`src/rtl/fetch_pkg.sv`:
```
// ============================================================================
// fetch_pkg
// ----------------------------------------------------------------------------
// Shared definitions for the instruction fetch sequencer of the 16-bit CPU:
//   - fetch_state_e    : fetch FSM state encoding (IDLE, RUN, HALT)
//   - OPC_MSB/OPC_LSB  : position of the opcode field inside an instruction
//   - HALT_OPC_DEFAULT : opcode value that stops fetching
// No ports; imported by fetch_sequencer with import fetch_pkg::*.
// ============================================================================
package fetch_pkg;

    typedef enum logic [1:0] {
        IDLE = 2'd0,
        RUN  = 2'd1,
        HALT = 2'd2
    } fetch_state_e;

    localparam int OPC_MSB = 15;
    localparam int OPC_LSB = 12;

    localparam logic [3:0] HALT_OPC_DEFAULT = 4'hF;

endpackage

```
`src/rtl/fetch_sequencer.sv`:
```
// ============================================================================
// fetch_sequencer
// ----------------------------------------------------------------------------
// Drives the combinational instruction memory of the 16-bit CPU and hands
// each returned instruction to decode through a registered valid/ready stage.
// Owns the program counter, handles start, branch/jump redirect (with flush
// of the output stage) and stops fetching when a halt opcode is captured.
//
// Ports:
//   clk            in   system clock, rising edge
//   rst_n          in   asynchronous active-low reset
//   start          in   one-cycle pulse, leaves IDLE and begins fetching
//   imem_addr      out  address to instruction memory (current PC)
//   imem_data      in   instruction returned for imem_addr, same cycle
//   redirect_valid in   branch/jump taken this cycle
//   redirect_pc    in   target PC, used when redirect_valid is high
//   if_valid       out  output stage holds an instruction
//   if_ready       in   decode accepts the instruction this cycle
//   if_ins         out  registered instruction
//   if_pc          out  PC of if_ins
//   halted         out  high while fetching is stopped by a halt opcode
//
// Optional feature (macro FETCH_PERF_CNT_EN):
//   cnt_clr        in   synchronous clear of fetch_count (beats increment)
//   fetch_count    out  saturating count of accepted instructions
// ============================================================================
module fetch_sequencer
    import fetch_pkg::*;
#(
    parameter int              PC_W     = 16,
    parameter int              INS_W    = 16,
    parameter logic [PC_W-1:0] RESET_PC = '0,
    parameter logic [3:0]      HALT_OPC = HALT_OPC_DEFAULT
) (
    input  logic             clk,
    input  logic             rst_n,
    input  logic             start,
    output logic [PC_W-1:0]  imem_addr,
    input  logic [INS_W-1:0] imem_data,
    input  logic             redirect_valid,
    input  logic [PC_W-1:0]  redirect_pc,
    output logic             if_valid,
    input  logic             if_ready,
    output logic [INS_W-1:0] if_ins,
    output logic [PC_W-1:0]  if_pc,
    output logic             halted
`ifdef FETCH_PERF_CNT_EN
    ,
    input  logic             cnt_clr,
    output logic [15:0]      fetch_count
`endif
);

    localparam logic [PC_W-1:0] PC_ONE = {{(PC_W-1){1'b0}}, 1'b1};

    fetch_state_e     state_q;
    fetch_state_e     state_d;
    logic [PC_W-1:0]  pc_q;
    logic [PC_W-1:0]  pc_d;
    logic             valid_q;
    logic             valid_d;
    logic [INS_W-1:0] ins_q;
    logic [INS_W-1:0] ins_d;
    logic [PC_W-1:0]  ins_pc_q;
    logic [PC_W-1:0]  ins_pc_d;
    logic             load;
    logic             is_halt_op;

    // The memory is combinational, so the address is simply the current PC
    // and the output stage mirrors the registered copies.
    assign imem_addr = pc_q;
    assign if_valid  = valid_q;
    assign if_ins    = ins_q;
    assign if_pc     = ins_pc_q;
    assign halted    = (state_q == HALT);

    // A new instruction may enter the output stage only while running and
    // only when the stage is empty or being drained this very cycle.
    assign load       = (state_q == RUN) && (!valid_q || if_ready);
    assign is_halt_op = (imem_data[OPC_MSB:OPC_LSB] == HALT_OPC);

    // All fetch state lives in one register bank; it returns to reset values
    // immediately on rst_n, discarding whatever instruction was in flight.
    always_ff @(posedge clk or negedge rst_n) begin
        if (!rst_n) begin
            state_q  <= IDLE;
            pc_q     <= RESET_PC;
            valid_q  <= 1'b0;
            ins_q    <= '0;
            ins_pc_q <= '0;
        end else begin
            state_q  <= state_d;
            pc_q     <= pc_d;
            valid_q  <= valid_d;
            ins_q    <= ins_d;
            ins_pc_q <= ins_pc_d;
        end
    end

    // Next-state and datapath decisions. In RUN a redirect outranks
    // everything: it flushes the output stage and suppresses any capture,
    // including a halt opcode sitting on the memory bus. A captured halt is
    // still delivered to decode, but the PC freezes on it. Outside RUN the
    // stage can only drain.
    always_comb begin
        state_d  = state_q;
        pc_d     = pc_q;
        valid_d  = valid_q;
        ins_d    = ins_q;
        ins_pc_d = ins_pc_q;

        case (state_q)
            IDLE: begin
                if (start) begin
                    state_d = RUN;
                end
                if (valid_q && if_ready) begin
                    valid_d = 1'b0;
                end
            end

            RUN: begin
                if (redirect_valid) begin
                    pc_d    = redirect_pc;
                    valid_d = 1'b0;
                end else if (load) begin
                    ins_d    = imem_data;
                    ins_pc_d = pc_q;
                    valid_d  = 1'b1;
                    if (is_halt_op) begin
                        state_d = HALT;
                    end else begin
                        pc_d = pc_q + PC_ONE;
                    end
                end
            end

            HALT: begin
                if (redirect_valid) begin
                    pc_d    = redirect_pc;
                    state_d = RUN;
                end
                if (valid_q && if_ready) begin
                    valid_d = 1'b0;
                end
            end

            default: begin
                state_d = IDLE;
            end
        endcase
    end

`ifdef FETCH_PERF_CNT_EN
    // Counts instructions handed to decode. Clearing beats counting, and the
    // count sticks at all-ones instead of wrapping.
    always_ff @(posedge clk or negedge rst_n) begin
        if (!rst_n) begin
            fetch_count <= 16'h0000;
        end else if (cnt_clr) begin
            fetch_count <= 16'h0000;
        end else if (valid_q && if_ready && (fetch_count != 16'hFFFF)) begin
            fetch_count <= fetch_count + 16'h0001;
        end
    end
`endif

endmodule

```
`config.mk`:
```
export PLATFORM = sky130hd
export DESIGN_NAME = fetch_sequencer
export DESIGN_NICKNAME = d
export VERILOG_FILES = /design/src/rtl/fetch_pkg.sv /design/src/rtl/fetch_sequencer.sv
export SDC_FILE = /design/constraint.sdc
export NUM_CORES = 1
export LEC_CHECK = 0
export ABC_CLOCK_PERIOD_IN_PS = 4200
export BUFFER_PORTS_ARGS = -buffer_cell sky130_fd_sc_hd__buf_2
export CORE_MARGIN = 4
export CORE_UTILIZATION = 54
export DETAILED_ROUTE_END_ITERATION = 6
export GPL_ROUTABILITY_DRIVEN = 0
export PLACE_DENSITY = 0.85
export SLEW_MARGIN = 30
export SYNTH_ARGS = -nofsm -noshare
export SYNTH_HDL_FRONTEND = slang
export SYNTH_SLANG_ARGS = --single-unit
```
`constraint.sdc`:
```
create_clock -name clk -period 4.2 [get_ports clk]
set_input_delay 0.84 -clock clk [delete_from_list [all_inputs] [get_ports clk]]
set_output_delay 0.84 -clock clk [all_outputs]
set_load 0.01 [all_outputs]
```
---- After elaboration in Yosys (flattened, before gate mapping) ----
Index checks and enable logic that the tools add are counted.
word-level totals
  bits in registers ....................... 51
  input bits .............................. 37
  output and inout port bits .............. 50
  word-level logic and storage cells ...... 45
cells by class
  add/subtract/negate cells ............... 1
  equality and inequality tests ........... 11
  mux-type cells .......................... 15
  bitwise gates (word level) .............. 1
  reduce and logical (&&, ||, !) cells .... 12
operator list
  operator                                                          count
  16-bit 2-to-1 mux                                                 4
  16-bit case mux with 2 select lines                               1
  16-bit by 1-bit adder with 16-bit output (second input constant)  1
  2-bit 2-to-1 mux                                                  5
  2-bit != test (second input constant)                             5
  3-bit != test (second input constant)                             2
  2-bit case mux with 3 select lines                                1
  3-bit AND reduction                                               2
  5-bit AND reduction                                               1
  4-bit == test (second input constant)                             1
  4-bit AND reduction                                               1
  2-bit nonzero test                                                2
  1-bit 2-to-1 mux                                                  3
  2-bit by 1-bit == test with 1-bit output (second input constant)  1
  2-bit == test (second input constant)                             1
  1-bit logical AND                                                 2
  2-bit zero test                                                   1
  2-bit by 1-bit != test with 1-bit output (second input constant)  1
  1-bit case mux with 2 select lines                                1
  2-bit OR reduction                                                1
  1-bit zero test                                                   1
  1-bit logical OR                                                  1
  1-bit NOT                                                         1

---- Longest topological paths before layout ----
Gate-level depths: netlist of the first run.
  depth after elaboration ................. 6
  gate-level depth with buffers ........... 8
  depth with buffers taken out ............ 5

---- Worst setup path after synthesis of the first run ----
Ideal clock, no wire load.
  kind .................................... input port to flip-flop
  from .................................... in redirect_valid
  to ...................................... reg pc_q[10] (netlist: imem_addr[10])
  library setup time ...................... 0.118 ns
  arrival ................................. 1.924 ns
  required time ........................... 4.082 ns
  slack ................................... 2.158 ns
  cell stages on the path ................. 6
  path buffers ............................ 2
  cells stage by stage .................... buf_6 -> or3b_4 -> o2111ai_2 -> buf_6 -> a22oi_2 -> o2bb2a_4
on the way
  cells in the longest elaborated chain, start to end .. 2
  elaborated cells on any way between the ends .. 6
  those cells by class .................... eq/ne: 3; mux: 2; reduce/logical: 1
RTL lines
  item                                                                                         RTL line               text
  from (decl)                                                                                  fetch_sequencer.sv:40  input logic redirect_valid,
  3-bit != test (no line) (tied with other cells)                                              --
  4-bit AND reduction (no line) / 16-bit case mux with 2 select lines (equally long branches)  --
  to (signal assigned)                                                                         fetch_sequencer.sv:93  pc_q <= pc_d;
  to (decl)                                                                                    fetch_sequencer.sv:58  logic [PC_W-1:0] pc_q;
Several ways; a longest one is shown, not always the timed one.
A chain may end at the register's enable or synchronous reset.

---- Final worst setup path of the first run ----
  from .................................... in redirect_valid
  to ...................................... reg ins_pc_q[2] (netlist: if_pc[2])
on the way
  cells in the longest elaborated chain, start to end .. 2
RTL lines
  item                           RTL line               text
  1-bit NOT (no line)            --
  3-bit AND reduction (no line)  --
  to (signal assigned)           fetch_sequencer.sv:96  ins_pc_q <= ins_pc_d;
  to (decl)                      fetch_sequencer.sv:64  logic [PC_W-1:0] ins_pc_q;
No other way between the ends.

==> flow_metrics.env, run 1 <==
export IMPL_global_router_s_overall_resource_usage_pct=21.4
export IMPL_clk_root_buffer_cell="clkbuf_8"
export IMPL_floorplan_die_height_um=76.2
export IMPL_numClockSinks=51
export IMPL_max_slew_margin_rel_pct=39.9
export IMPL_dr_pass1_iters=4
export IMPL_highest_layer="met4"
export IMPL_io_pins=87
export IMPL_net_total_in_the_final_layout=326
export IMPL_layout_worst_path_cycle_share_pct=61.1
export IMPL_holdBufCountCts=0
export IMPL_leakage_uw=0.00137
export IMPL_report_final_slew_viol_count=0
export IMPL_yosys_most_used_dff="dfrtp_1"
export IMPL_setup_tns_final_ps=0
export IMPL_drc=0
export IMPL_drt_met1_wl_mm=2.50
export IMPL_path_max_fanout=18
export IMPL_status="finished clean"
export IMPL_first_pass_grt_wire_length_mm=10.4
export IMPL_ys_seq_area_share_pct=50.8
export IMPL_power_density_mw_per_mm2=485
export IMPL_die_width_um=76.2
export IMPL_max_cap_violations=0
export IMPL_first_iter_violations=216
export IMPL_synth_warnings=0
export IMPL_timing_hold_worst_class="flop to flop"
export IMPL_viasPerCell=6.15
export IMPL_timing_critical_path_to_type="flop"
export IMPL_postSynth_asyncResetShare_pct=100
export IMPL_ir_drop_uv=305
export IMPL_synthesis_instances=209
export IMPL_floorplan_rows=24
export IMPL_number_of_levels_in_the_clock_h_tree=2
export IMPL_setup_repair_after_global_routing_missed_its_margin="no"
export IMPL_area_growth_syn_to_layout_pct=20.4
export IMPL_buffer_ports_inserted=86
export IMPL_globalRoute_totalOverflow=0
export IMPL_critical_path_arrival_ps=2750
export IMPL_detail_route_wl_per_cell_um=17.2
export IMPL_cts_clock_pin_slew_for_the_worst_setup_and_hold_paths_ps=90
export IMPL_min_period_ps=2560
export IMPL_path_class="input pin to flop"
export IMPL_fin_worst_skew_ps=10.2
export IMPL_clockBufferDepth=2
export IMPL_post_cts_resized_instances=0
export IMPL_synth_most_common_cell="dfrtp_1"
export IMPL_synth_avg_cell_area_um2=12.0
export IMPL_routed_wirelength_mm=5.87
export IMPL_mappedNetlistNets=247
export IMPL_cts_buffer_count=5
export IMPL_synth_top_cells_by_count="51 x dfrtp_1, 33 x mux2_2, 11 x nand3_1"
export IMPL_synth_top_area_share_pct=50.8
export IMPL_place_detailed_instances=333
export IMPL_num_vias=2098
export IMPL_dpl_hpwl_mm=4.25
export IMPL_placeableCoreArea_mm2=0.00441
export IMPL_total_setup_buffers_inserted_after_cts=0
export IMPL_finalSetupViolations=0
export IMPL_required_ps=4390
export IMPL_cp_start_kind="input pin"
export IMPL_first_global_vias=2149
export IMPL_synthesis_area_mm2=0.00251
export IMPL_routed_wl_met3_um=498
export IMPL_dieArea_mm2=0.00580
export IMPL_ys_top_cells_by_area="dfrtp_1 51%, mux2_2 15%, a22oi_1 2.7%, nand3_1 2.2%, nand4_1 2.0%"
export IMPL_hold_violations=0
export IMPL_drive_gt1_share_pct=46.7
export IMPL_tritoncts="built"
export IMPL_start_util_pct=56.9
export IMPL_number_of_enable_type_register_cells_in_the_synthesized_netlist=0
export IMPL_worst_slew_pin_slew_ps=899
export IMPL_yosys_cell_types_count=46
export IMPL_nFillCells=341
export IMPL_grt_antenna_before_repair=0
export IMPL_final_antenna_net_count=0
export IMPL_worst_skew_pair_late_latency_ps=310
export IMPL_synth_seq_cells=51
export IMPL_achievable_frequency_mhz=390
export IMPL_maximum_number_of_pins_on_one_net_before_global_route_repair=52
export IMPL_antennaDiodeCount=0
export IMPL_wl_met2_mm=2.81
export IMPL_non_filler_cells_in_the_finished_layout=341
export IMPL_synthDominantAreaCellType="dfrtp_1"
[layer usage]
layer	global-route usage, %	vias to the layer above
met3	5.79	6
met2	33.1	95
met4	6.47	0
li1	-	970
met5	0	-
met1	29.5	1027
[registers in the layout, summed over array words and instances (netlist names)]
register   cells
if_valid       1
if_ins        16
if_pc         16
state_q        2
imem_addr     16
[report_power, final]
group / total [µW] / switching, µW / internal [µW]
Combinational: 465 / 229 / 235
Clock: 282 / 162 / 120
Sequential: 719 / 105 / 614
[worst max-delay path: stages]
cell and delay [ps]:
buf_2 270, clkinv_1 310, nand4_1 740, buf_12 240, mux2_2 340
[final timing paths]
| path | start | to | slack [ps] | cells past startpoint |
|---|---|---|---|---|
| worst max register to register | state_q[1]$_DFFE_PN0P_ | if_pc[2]$_DFFE_PN0P_ | 2050 | 4 |
| worst max-delay path | redirect_valid | if_pc[2]$_DFFE_PN0P_ | 1640 | 5 |
| min in group asynchronous | rst_n | if_pc[11]$_DFFE_PN0P_ | 550 | 1 |
| max in group asynchronous | rst_n | imem_addr[3]$_DFFE_PN0P_ | 3230 | 1 |
| worst min register to register | if_pc[8]$_DFFE_PN0P_ | if_pc[8]$_DFFE_PN0P_ | 510 | 1 |
| worst min-delay path | if_pc[8]$_DFFE_PN0P_ | if_pc[8]$_DFFE_PN0P_ | 510 | 1 |
[through the flow]
stage / hold WS, ps / setup WS, ps / area (µm²) / total power, µW / util (%)
6_report: 508 / 1640 / 3020 / 1470 / 68.5
2_1_floorplan: 544 / 2160 / 2510 / 992 / -
5_1_grt: 523 / 1470 / 3020 / 1570 / 68.5
3_3_place_gp: 483 / 1410 / 2930 / 1180 / 66.4
4_1_cts: 510 / 1650 / 3020 / 1480 / 68.5
3_5_place_dp: 488 / 1310 / 2930 / 1200 / 66.4
[final cells by class]
type	count	area (µm²)	area share [%]
clock buffers	6	72.6	2.40
well taps	52	65.1	2.15
repair buffers	87	453	15.0
clock inverters	2	17.5	0.580
flip-flops and latches	51	1280	42.2
multi-input cells	140	1120	37.0
inverters	3	18.8	0.621
[cell usage in the layout (no fill, tap or decap), types with 3 or more instances in the layout]
cell	count
a2bb2oi_1	3
nand3_1	11
nand4_1	8
nor3_1	3
o22ai_1	8
dfrtp_1	51
a21oi_1	4
and3_1	5
o2bb2ai_1	4
buf_2	85
o22a_1	3
a22oi_1	9
a22o_1	3
nand2_1	10
clkbuf_8	5
o21ai_0	7
mux2_2	33
[kinds of logic after synthesis]
family,share of synthesized area [%]
AOI/OAI and AO/OA,17.0
DFF,50.8
and+or+nand+nor,11.5
muxes,15.6
buffers and inverters,4.59
adders and majority gates,0.498
(Power assumes the default switching activity.)
==> inputs of run 2 (changes only) <==
- ABC_AREA: not set -> 1
- ABC_CLOCK_PERIOD_IN_PS: 4200 -> 2550
- CORE_UTILIZATION: 54 -> 50
- PLACE_DENSITY: 0.85 -> 0.79
- clock period: 4.2 -> 2.55 ns (I/O delays scaled with it)
==> flow_metrics.env, run 2 <==
export IMPL_status="finished clean"
export IMPL_postSynth_asyncResetShare_pct=100
export IMPL_worst_skew_pair_late_latency_ps=310
export IMPL_detailedPlace_worstSlack_ps=770
export IMPL_detail_route_wl_per_cell_um=12.4
export IMPL_dieArea_mm2=0.00640
export IMPL_yosys_most_used_dff="dfrtp_1"
export IMPL_antennaDiodeCount=0
export IMPL_path_max_fanout=4
export IMPL_numClockSinks=51
export IMPL_area_growth_syn_to_layout_pct=22.2
export IMPL_clk_root_buffer_cell="clkbuf_8"
export IMPL_worst_r2r_path_depth=6
export IMPL_worst_slew_pin_slew_ps=418
export IMPL_achievable_frequency_mhz=605
export IMPL_p_seq_share_pct=39.0
export IMPL_total_setup_buffers_inserted_after_cts=0
export IMPL_clockBufferDepth=2
export IMPL_cts_clock_pin_slew_for_the_worst_setup_and_hold_paths_ps=100
export IMPL_hold_violations=0
export IMPL_drive_gt1_share_pct=32.8
export IMPL_mappedNetlistNets=352
export IMPL_report_final_slew_viol_count=0
export IMPL_synthDominantAreaCellType="dfrtp_1"
export IMPL_critical_path_arrival_ps=1140
export IMPL_first_iter_violations=121
export IMPL_netSwitchingPower_uw=1710
export IMPL_synth_seq_cells=51
export IMPL_globalRoute_totalOverflow=0
export IMPL_synthesis_area_mm2=0.00259
export IMPL_floorplan_die_height_um=80.0
export IMPL_non_filler_cells_in_the_finished_layout=469
export IMPL_synth_most_common_cell="nand2_1"
export IMPL_final_antenna_net_count=0
export IMPL_setup_worst_path_start="state_q[1]$_DFFE_PN0P_"
export IMPL_yosys_cell_types_count=29
export IMPL_cts_buffer_count=5
export IMPL_synth_avg_cell_area_um2=8.26
export IMPL_timing_hold_worst_class="input pin to asynchronous set/reset pin"
export IMPL_dpl_hpwl_mm=4.43
export IMPL_dr_pass1_iters=4
export IMPL_finalSetupViolations=0
export IMPL_synth_warnings=0
export IMPL_total_power_uw=3860
export IMPL_fin_worst_skew_ps=9.25
export IMPL_cellInternalPower_uw=2160
export IMPL_startpoint_of_the_worst_register_to_register_path="state_q[0]$_DFFE_PN0P_"
export IMPL_min_period_ps=1650
export IMPL_power_density_mw_per_mm2=1220
export IMPL_number_of_levels_in_the_clock_h_tree=2
export IMPL_io_pins=87
export IMPL_place_detailed_instances=461
export IMPL_timing_critical_path_to_type="output pin"
export IMPL_synth_top_cells_by_count="101 x nand2_1, 51 x dfrtp_1, 31 x nor2_1"
export IMPL_number_of_enable_type_register_cells_in_the_synthesized_netlist=0
export IMPL_viasPerCell=4.90
export IMPL_max_slew_margin_rel_pct=72.1
export IMPL_synth_top_area_share_pct=49.2
export IMPL_path_class="flop to output pin"
export IMPL_timing_final_ws_setup_ps=896
export IMPL_first_global_vias=2118
export IMPL_routed_wirelength_mm=5.82
export IMPL_ir_drop_uv=448
export IMPL_ys_seq_area_share_pct=49.2
export IMPL_mostFrequentLayoutCells="101 x nand2_1, 86 x buf_2, 51 x dfrtp_1"
export IMPL_max_cap_violations=0
export IMPL_layout_worst_path_cycle_share_pct=64.8
export IMPL_start_util_pct=53.1
export IMPL_ys_top_cells_by_area="dfrtp_1 49%, nand2_1 15%, mux2_2 6.5%, nand3_1 4.8%, o21ai_0 4.8%"
export IMPL_critical_path_reg2reg_endpoint="if_pc[4]$_DFFE_PN0P_"
export IMPL_setup_repair_after_global_routing_missed_its_margin="no"
export IMPL_grt_antenna_before_repair=0
export IMPL_first_pass_grt_wire_length_mm=9.85
export IMPL_setup_tns_final_ps=0
export IMPL_global_router_s_overall_resource_usage_pct=19.7
export IMPL_net_total_in_the_final_layout=439
export IMPL_drc=0
export IMPL_required_ps=2040
export IMPL_netSwitchingFraction_pct=44.2
export IMPL_num_vias=2299
export IMPL_critical_path_endpoint="halted"
export IMPL_placeableCoreArea_mm2=0.00488
export IMPL_leakage_uw=0.00168
export IMPL_tritoncts="built"
export IMPL_buffer_ports_inserted=86
export IMPL_holdBufCountCts=0
export IMPL_die_width_um=80.0
export IMPL_share_of_the_core_filled_with_cells_in_the_final_layout_pct=64.9
export IMPL_cp_start_kind="flop"
export IMPL_rrSetupSlack_ps=930
export IMPL_floorplan_rows=25
export IMPL_maximum_number_of_pins_on_one_net_before_global_route_repair=34
export IMPL_nFillCells=438
export IMPL_layout_cells_most_common="nand2_1"
export IMPL_post_cts_resized_instances=0
export IMPL_clk_pwr_share_pct=12.7
export IMPL_share_comb_of_total_power_pct=48.3
export IMPL_synthesis_instances=314
## run 2: changes by cell type after synthesis, sizes merged, moves of 5 or more
cell / previous run / this run
buf: 11 / 6
inv: 2 / 30
and3: 5 / 0
nand3: 11 / 26
nor2: 4 / 34
o21ai: 7 / 34
a22oi: 10 / 0
nand2: 10 / 104
mux2: 33 / 16
o22ai: 8 / 0
## run 2: layout make-up
cell class	count	area (µm²)	share of cell area, %
clock inverters	3	28.8	0.909
flip-flops and latches	51	1280	40.3
repair buffers	89	453	14.3
multi-input cells	223	1140	35.9
clock buffers	5	68.8	2.17
well taps	67	83.8	2.65
inverters	31	119	3.75
## run 2: cell families after synthesis
logic type | synth area share (%)
flip-flops | 49.2
AO/OA/AOI/OAI | 8.01
XOR/XNOR | 0.676
buffers and inverters | 6.90
adder cells (fa/ha/maj) | 0.483
multiplexers | 6.95
AND/OR/NAND/NOR | 27.8
## run 2: per-stage QoR
| step | instance area (µm²) | hold slack (ps) |
|---|---|---|
| after floorplan | 2590 | 214 |
| after global placement | 3070 | 463 |
| after detailed placement | 3070 | 467 |
| after CTS | 3170 | 128 |
| after global routing | 3170 | 136 |
| final | 3170 | 119 |
## run 2: how the worst min path moves through the flow
stage                           from                endpoint  slack (ps)
6_report                       rst_n  if_ins[15]$_DFFE_PN0P_         120
5_1_grt                        rst_n  if_ins[15]$_DFFE_PN0P_         140
4_1_cts                        rst_n  if_ins[15]$_DFFE_PN0P_         130
3_5_place_dp                   rst_n  state_q[0]$_DFFE_PN0P_         470
3_3_place_gp   if_pc[12]$_DFFE_PN0P_   if_pc[12]$_DFFE_PN0P_         460
2_1_floorplan                  rst_n   if_ins[0]$_DFFE_PN0P_         210
## run 2: power by group through the flow
stage / Clock (µW) / Sequential, µW / Combinational, µW
floorplan: 0 / 1660 / 1130
global placement: 0 / 1510 / 1840
detailed placement: 0 / 1520 / 1880
CTS: 507 / 1510 / 1890
global route: 541 / 1570 / 2120
finish: 490 / 1510 / 1870
## run 2: critical path, cell delays in order, from the launching register on
cell,delay (ps)
dfrtp_1,410
inv_2,60
nor2_2,200
buf_2,180
## run 2: layer usage
layer | wire [µm] | share of wire [%] | GRT usage [%]
met5 | 0 | 0 | 0
met4 | 78 | 1.3 | 6.59
met3 | 372 | 6.4 | 3.95
met2 | 2710 | 46 | 31.4
met1 | 2660 | 46 | 26.7
==> inputs of run 3 (changes only) <==
- ABC_CLOCK_PERIOD_IN_PS: 2550 -> 1400
- CORE_UTILIZATION: 50 -> 45
- PLACE_DENSITY: 0.79 -> 0.75
- clock period: 2.55 -> 1.4 ns (I/O delays scaled with it)
==> flow_metrics.env, run 3 (synthesis results as in run 2) <==
export IMPL_clockBufferDepth=2
export IMPL_dr_pass1_iters=4
export IMPL_net_total_in_the_final_layout=461
export IMPL_max_cap_violations=0
export IMPL_first_pass_grt_wire_length_mm=10.5
export IMPL_detailedPlace_worstSlack_ps=-40.8
export IMPL_floorplan_die_height_um=83.9
export IMPL_cellInternalPower_uw=4390
export IMPL_maximum_number_of_pins_on_one_net_before_global_route_repair=52
export IMPL_leakage_uw=0.00181
export IMPL_setup_repair_after_global_routing_missed_its_margin="yes"
export IMPL_final_seq_area_mm2=0.00128
export IMPL_ir_drop_uv=1070
export IMPL_global_router_s_overall_resource_usage_pct=18.3
export IMPL_fin_worst_skew_ps=8.46
export IMPL_non_filler_cells_in_the_finished_layout=496
export IMPL_antennaDiodeCount=0
export IMPL_status="finished with violations"
export IMPL_worst_hold_startpoint="imem_data[10]"
export IMPL_clk_root_buffer_cell="clkbuf_8"
export IMPL_share_of_the_core_filled_with_cells_in_the_final_layout_pct=63.3
export IMPL_startpoint_of_the_worst_register_to_register_path="state_q[0]$_DFFE_PN0P_"
export IMPL_holdPathEnd="if_ins[10]$_DFFE_PN0P_"
export IMPL_start_util_pct=46.8
export IMPL_path_class="flop to flop"
export IMPL_path_max_fanout=5
export IMPL_timing_hold_worst_class="input pin to flop"
export IMPL_drive_gt1_share_pct=41.7
export IMPL_multi_input_gate_area_in_the_final_layout_mm2=0.00124
export IMPL_first_iter_violations=106
export IMPL_io_pins=87
export IMPL_dieArea_mm2=0.00704
export IMPL_required_ps=1610
export IMPL_critical_path_reg2reg_endpoint="imem_addr[8]$_DFFE_PN0P_"
export IMPL_area_growth_syn_to_layout_pct=35.4
export IMPL_achievable_frequency_mhz=686
export IMPL_critical_path_arrival_ps=1670
export IMPL_worst_skew_pair_late_latency_ps=310
export IMPL_number_of_levels_in_the_clock_h_tree=2
export IMPL_place_detailed_instances=475
export IMPL_nFillCells=462
export IMPL_viasPerCell=5.07
export IMPL_grt_antenna_before_repair=0
export IMPL_routed_wirelength_mm=7.11
export IMPL_dpl_hpwl_mm=4.74
export IMPL_min_period_ps=1460
export IMPL_hold_violations=0
export IMPL_worst_slew_pin_slew_ps=275
export IMPL_timing_final_ws_setup_ps=-57.0
export IMPL_max_slew_margin_rel_pct=81.7
export IMPL_rrSetupSlack_ps=-60
export IMPL_timing_critical_path_to_type="flop"
export IMPL_numClockSinks=51
export IMPL_cp_start_kind="flop"
export IMPL_mostFrequentLayoutCells="94 x nand2_1, 85 x buf_2, 45 x dfrtp_1"
export IMPL_final_antenna_net_count=0
export IMPL_number_of_instances_on_the_worst_hold_path=2
export IMPL_layout_worst_path_cycle_share_pct=104
export IMPL_die_width_um=83.9
export IMPL_violations="negative setup slack"
export IMPL_share_comb_of_total_power_pct=53.9
export IMPL_drc=0
export IMPL_cts_buffer_count=5
export IMPL_layout_cells_most_common="nand2_1"
export IMPL_finalSetupViolations=29
export IMPL_clk_pwr_share_pct=11.4
export IMPL_tritoncts="built"
export IMPL_detail_route_wl_per_cell_um=14.3
export IMPL_p_seq_share_pct=34.7
export IMPL_netSwitchingFraction_pct=45.0
export IMPL_num_vias=2516
export IMPL_netSwitchingPower_uw=3590
export IMPL_buffer_ports_inserted=86
export IMPL_placeableCoreArea_mm2=0.00554
export IMPL_globalRoute_totalOverflow=0
export IMPL_worst_r2r_path_depth=8
export IMPL_cts_clock_pin_slew_for_the_worst_setup_and_hold_paths_ps=100
export IMPL_report_final_slew_viol_count=0
export IMPL_first_global_vias=2287
export IMPL_floorplan_rows=27
export IMPL_power_density_mw_per_mm2=2280
[run 3: what timing repair did]
| action | in CTS | in global routing |
|---|---|---|
| buffers inserted | 0 | 8 |
| pin swaps | 0 | 3 |
| gates resized for setup | 4 | 38 |
| hold buffers | 1 | 0 |
| gates cloned | 0 | 4 |
| hold endpoints to repair | 51 | 0 |
| endpoints found under the setup margin | 11 | 48 |
[run 3: power groups by stage]
stage	registers [µW]	logic [µW]	clock network, µW
finish	2770	4310	907
global route	2860	4750	981
CTS	2740	3690	930
detailed placement	2760	3640	0
global placement	2720	3540	0
floorplan	3020	2070	0
[run 3: final cells by class]
type,instances,area share [%]
Timing Repair Buffer,108,18.6
Timing Repair inverter,1,0.250
Clock inverter,3,0.820
Clock buffer,5,1.96
Sequential cell,51,36.6
Inverter,31,3.85
Multi-Input combinational cell,225,35.3
Tap cell,72,2.57
[run 3: metrics by stage]
stage	setup TNS, ps	power, µW	cell area, µm²	hold WS [ps]
after detailed placement	-177	6400	3170	291
after CTS	0	7360	3290	175
final	-776	7990	3510	191
after global routing	-2830	8580	3510	179
after floorplan	0	5080	2590	-15.6
after global placement	0	6260	3170	293
[run 3: per-layer routing]
metal / global-route usage (%) / up-vias / part of all wire, %
met2: 30.0 / 103 / 49
li1: - / 1232 / -
met3: 3.55 / 11 / 7.3
met5: 0 / - / 0
met4: 7.16 / 0 / 2.0
met1: 23.8 / 1170 / 42
[run 3: how the worst max path moves through the flow]
stage | start | endpoint | cells after the start
after floorplan | imem_addr[1]$_DFFE_PN0P_ | imem_addr[14]$_DFFE_PN0P_ | 8
after global placement | redirect_valid | imem_addr[7]$_DFFE_PN0P_ | 9
after detailed placement | state_q[1]$_DFFE_PN0P_ | imem_addr[2]$_DFFE_PN0P_ | 8
after CTS | state_q[1]$_DFFE_PN0P_ | halted | 3
after global routing | state_q[0]$_DFFE_PN0P_ | imem_addr[4]$_DFFE_PN0P_ | 9
final | state_q[0]$_DFFE_PN0P_ | imem_addr[8]$_DFFE_PN0P_ | 8
[run 3: worst max-delay path, cell delays in order, from the launching register on]
cell     delay [ps]
dfrtp_1         420
inv_2            90
nor2_4          210
o21ai_2         120
nand2_4         150
nand2_8         100
buf_4           150
nand2_1          50
nand2_1          60
